$ cat src/rtl/seq_pkg.sv
// rtl/seq_pkg.sv - state encoding and parameter defaults shared by seq_pattern_tx
package seq_pkg;

  localparam int PAT_W_DEF   = 4;
  localparam int GAP_LEN_DEF = 2;

  typedef enum logic [1:0] {
    IDLE = 2'd0,
    SEND = 2'd1,
    GAP  = 2'd2,
    DONE = 2'd3
  } state_t;

endpackage

$ cat src/rtl/seq_pattern_tx.sv
// rtl/seq_pattern_tx.sv - MSB-first serial pattern transmitter with repeat count
// SEQ_TX_GAP_EN inserts GAP_LEN idle cycles between frames; undefined gives back-to-back frames.
module seq_pattern_tx
  import seq_pkg::*;
#(
  parameter int PAT_W   = PAT_W_DEF,
  parameter int GAP_LEN = GAP_LEN_DEF
) (
  input  logic             clk,
  input  logic             rst,
  input  logic             start,
  input  logic [PAT_W-1:0] pat_in,
  input  logic [3:0]       rep_in,
  output logic             ser_out,
  output logic             ser_valid,
  output logic             busy,
  output logic             done
);

  localparam int IDX_W = $clog2(PAT_W);
  localparam logic [IDX_W-1:0] IDX_INIT = IDX_W'(PAT_W - 1);

  if (PAT_W < 2 || PAT_W > 16 || GAP_LEN < 1 || GAP_LEN > 15) begin : g_param_check
    $error("seq_pattern_tx: PAT_W or GAP_LEN out of range");
  end

  state_t           r_state;
  state_t           w_state_nxt;
  logic [PAT_W-1:0] r_pat;
  logic [IDX_W-1:0] r_idx;
  logic [3:0]       r_frm_cnt;
  logic             w_load;
  logic             w_frm_end;
  logic             w_last;
  logic             w_ser_out_nxt;
  logic             w_ser_valid_nxt;
  logic             w_busy_nxt;
  logic             w_done_nxt;
`ifdef SEQ_TX_GAP_EN
  logic [3:0]       r_gap_cnt;
`endif

  assign w_frm_end = (r_state == SEND) && (r_idx == '0);
  assign w_last    = (r_frm_cnt == 4'd0);

  // Outputs are registered from the current state, so they trail the state by one cycle.
  always_comb begin
    w_state_nxt     = IDLE;
    w_load          = 1'b0;
    w_ser_out_nxt   = 1'b0;
    w_ser_valid_nxt = 1'b0;
    w_busy_nxt      = 1'b0;
    w_done_nxt      = 1'b0;
    case (r_state)
      IDLE: begin
        if (start) begin
          w_state_nxt = SEND;
          w_load      = 1'b1;
        end
      end
      SEND: begin
        w_ser_out_nxt   = r_pat[r_idx];
        w_ser_valid_nxt = 1'b1;
        w_busy_nxt      = 1'b1;
        if (!w_frm_end) begin
          w_state_nxt = SEND;
        end else if (w_last) begin
          w_state_nxt = DONE;
        end else begin
`ifdef SEQ_TX_GAP_EN
          w_state_nxt = GAP;
`else
          w_state_nxt = SEND;
`endif
        end
      end
`ifdef SEQ_TX_GAP_EN
      GAP: begin
        w_busy_nxt  = 1'b1;
        w_state_nxt = (r_gap_cnt == 4'd0) ? SEND : GAP;
      end
`endif
      DONE: begin
        w_done_nxt  = 1'b1;
        w_state_nxt = IDLE;
      end
      default: begin
        w_state_nxt = IDLE;
      end
    endcase
  end

  always_ff @(posedge clk) begin
    if (rst) begin
      r_state   <= IDLE;
      ser_out   <= 1'b0;
      ser_valid <= 1'b0;
      busy      <= 1'b0;
      done      <= 1'b0;
    end else begin
      r_state   <= w_state_nxt;
      ser_out   <= w_ser_out_nxt;
      ser_valid <= w_ser_valid_nxt;
      busy      <= w_busy_nxt;
      done      <= w_done_nxt;
    end
  end

  // Frame counter only decrements when nonzero, so it never wraps.
  always_ff @(posedge clk) begin
    if (rst) begin
      r_pat     <= '0;
      r_idx     <= '0;
      r_frm_cnt <= 4'd0;
    end else if (w_load) begin
      r_pat     <= pat_in;
      r_idx     <= IDX_INIT;
      r_frm_cnt <= rep_in;
    end else if (r_state == SEND) begin
      if (!w_frm_end) begin
        r_idx <= r_idx - 1'b1;
      end else begin
        r_idx <= IDX_INIT;
        if (!w_last) begin
          r_frm_cnt <= r_frm_cnt - 4'd1;
        end
      end
    end
  end

`ifdef SEQ_TX_GAP_EN
  always_ff @(posedge clk) begin
    if (rst) begin
      r_gap_cnt <= 4'd0;
    end else if (w_frm_end && !w_last) begin
      r_gap_cnt <= 4'(GAP_LEN - 1);
    end else if ((r_state == GAP) && (r_gap_cnt != 4'd0)) begin
      r_gap_cnt <= r_gap_cnt - 4'd1;
    end
  end
`endif

endmodule
$ cat config.mk
export PLATFORM = sky130hd
export DESIGN_NAME = seq_pattern_tx
export DESIGN_NICKNAME = d
export VERILOG_FILES = /design/src/rtl/seq_pkg.sv /design/src/rtl/seq_pattern_tx.sv
export SDC_FILE = /design/constraint.sdc
export NUM_CORES = 1
export LEC_CHECK = 0
export CAP_MARGIN = 20
export CORE_MARGIN = 2
export CORE_UTILIZATION = 30
export DETAILED_ROUTE_END_ITERATION = 12
export PLACE_DENSITY = 0.59
export SYNTH_ARGS = -nofsm -noshare
export SYNTH_HDL_FRONTEND = slang
export SYNTH_SLANG_ARGS = --single-unit
$ cat constraint.sdc
create_clock -name clk -period 3.9 [get_ports clk]
set_clock_uncertainty 0.15 [all_clocks]
set_input_delay 0.975 -clock clk [delete_from_list [all_inputs] [get_ports clk]]
set_output_delay 0.975 -clock clk [all_outputs]
set_load 0.05 [all_outputs]
==> impl_results.md <==
- Post-route DRC: 0
- RSZ-0062 raised after global routing: false
- Largest net degree at the start of global routing: 14
- Core area: 2022 um2
- Gr ovfl total: 0
- Post-synth EDFFs: 0
- Post-synth cell types: 28
- Setup TNS: 0 ns
- Clock tree buffer depth: 2
- Max Clk Rate: 395.6 MHz
- Synth Cell Area: 659.4 um2
- Clk root buf: clkbuf_4
- # diodes: 0
- Vias in the first global route: 543
- DP HPWL: 982.5 um
- Hold Path Class: reg -> reg
- Detail Route Antenna Nets: 0
- Final Hold Viols: 0
- Total GRT Usage: 11.75%
- Seq/Total Area, Yosys: 45.54%
- CTS resizes: 0
- Synthesized net count: 86
- Slew margin rel.: 52.18%
- Die span in y: 50.88 um
- WP data arrival: 1.40 ns
- CP endpoint kind: output port
- Final Cell Area: 845.8 um2
- Initial DRC count: 5
- Post-CTS setup buffer count: 0
- Worst-Skew Late Latency: 0.28 ns
- Buf+Inv Stages, Crit Path: 1
- CTS Hold Bufs: 0
- Crit-path cells: clkdlybuf4s50_1
- # rows: 16
- Initial antenna violation count: 0
- Placed cell area: 818.3 um2
- Worst slew pin tran: 0.7158 ns
- H-tree Lvls: 1
- CTS buffer count: 3
- First-pass GRT wire length: 2242 um
- CP delay by family, top: buffers and inverters
- Die ar.: 2589 um2
- Port Buffers: 14
- Lkg Pwr: 0.3258 nW
- Setup-failing EPs final: 0
- Max Cap Viol: 0
- Tmin final: 2.528 ns
- Slowest cell on crit path: clkdlybuf4s50_1
- Fin nets: 102
- Synthesized flop and latch total: 15
- Slew Viols, Final: 0
- IO Pins: 15
- Power per cell area: 387.9 nW/um2
- Clock sinks: 15
- Wire length per cell: 11.52 um
- Worst IR drop on VDD: 0.1423 mV
- Die Wd: 50.88 um
- CP Class: reg -> out
- Starting Density: 32.61%
- WP data required: 2.77 ns
- Synth async-reset ratio: 0%
- Syn Inst Count: 73
- Layout area overhead: 28.27%
- Initial DRT Pass Iterations: 4
- CTS tree: built
- Status: complete, no violations
- Max incr delay on CP: 0.79 ns
- Yosys Warn Count: 0
- Ys flop type: dfxtp_1
- Vias: 550
- Final period util: 64.82%
- Share of cells above drive strength 1: 10.23%
- Final WL: 1325 um
- CP max FO: 2
- Reg clk slew, reported paths: 0.09 ns
- Critical path startpoint category: register
- Final Wtd Congestion: 0.6780
- DR vias/cell: 4.783
- Average size of a mapped cell: 9.033 um2
final cells by class:
| class | instances | area, um2 |
|---|---|---|
| clock buffer | 3 | 22.52 |
| clock inverter | 1 | 5.005 |
| multi-input combinational | 48 | 317.8 |
| tap | 27 | 33.78 |
| timing repair buffer | 14 | 140.1 |
| inverter | 7 | 26.28 |
| sequential | 15 | 300.3 |
| fill | 199 | 1176 |
synthesized netlist by cell type (2+ instances only):
master / instances / area [um2]
nand3_1: 2 / 10.01
or4b_2: 2 / 20.02
nand2_1: 9 / 33.78
inv_1: 7 / 26.28
ha_1: 2 / 25.02
a311oi_1: 3 / 26.28
nor2_1: 6 / 22.52
o21ai_0: 3 / 15.01
nor3b_1: 2 / 15.01
a21oi_1: 4 / 20.02
clkbuf_1: 2 / 7.510
dfxtp_1: 15 / 300.3
flip-flops by register name, indices dropped and copies added (netlist names):
signal,flops
r_state,2
busy,1
r_frm_cnt,4
r_idx,2
done,1
r_pat,4
ser_out,1
layout by cell type (no fill, tap or decap), drive strengths merged, types with 2 or more instances in the layout:
cell type      count
nor3b              2
ha                 2
or4                2
nand3              2
a311oi             3
clkbuf             3
inv                7
or4b               3
a21oi              4
clkdlybuf4s50     14
dfxtp             15
nor2               6
o21ai              3
nand2              9
stage by stage:
step | utilization [%] | power (mW) | setup WS, ns | cells | hold slack [ns]
after floorplan | - | 0.2208 | 1.808 | 73 | 0.2831
after global placement | 40.47 | 0.2439 | 1.223 | 111 | 0.2954
after detailed placement | 40.47 | 0.2441 | 1.191 | 111 | 0.3007
after CTS | 41.83 | 0.3310 | 1.361 | 115 | 0.3132
after global routing | 41.83 | 0.3486 | 1.306 | 115 | 0.3446
final | 41.83 | 0.3281 | 1.372 | 115 | 0.3115
worst paths after layout:
| kind | start | to | slack [ns] | cells after the start |
|---|---|---|---|---|
| worst max register to register | r_idx[0]$_SDFFE_PP0P_ | r_frm_cnt[3]$_SDFFE_PP0P_ | 1.86 | 5 |
| worst max-delay path | busy$_SDFF_PP0_ | ser_valid | 1.37 | 1 |
| worst min-delay path | r_pat[0]$_SDFFE_PP0P_ | r_pat[0]$_SDFFE_PP0P_ | 0.31 | 2 |
| worst min register to register | r_pat[0]$_SDFFE_PP0P_ | r_pat[0]$_SDFFE_PP0P_ | 0.31 | 2 |
cells by family after synthesis:
logic type	synth area share [%]
AOI/OAI and AO/OA	14.61
and+or+nand+nor	26.38
muxes	3.415
buffers and inverters	6.263
DFF	45.54
adders and majority gates	3.794
where the power goes:
group | internal (mW) | leakage (nW) | switching (mW)
Sequential | 0.165 | 0.124 | 0.00823
Clock | 0.0380 | 0.0177 | 0.0494
Combinational | 0.0323 | 0.184 | 0.0353
Total | 0.235 | 0.326 | 0.0929
routing by layer:
metal	vias up	part of all wire (%)	global-route usage, %
li1	288	-	-
met1	247	47	13.35
met2	13	48	19.96
met3	2	3.6	2.047
met4	0	1.8	8.108
met5	-	0	0
No activity file was read; power rests on OpenSTA's default activity.
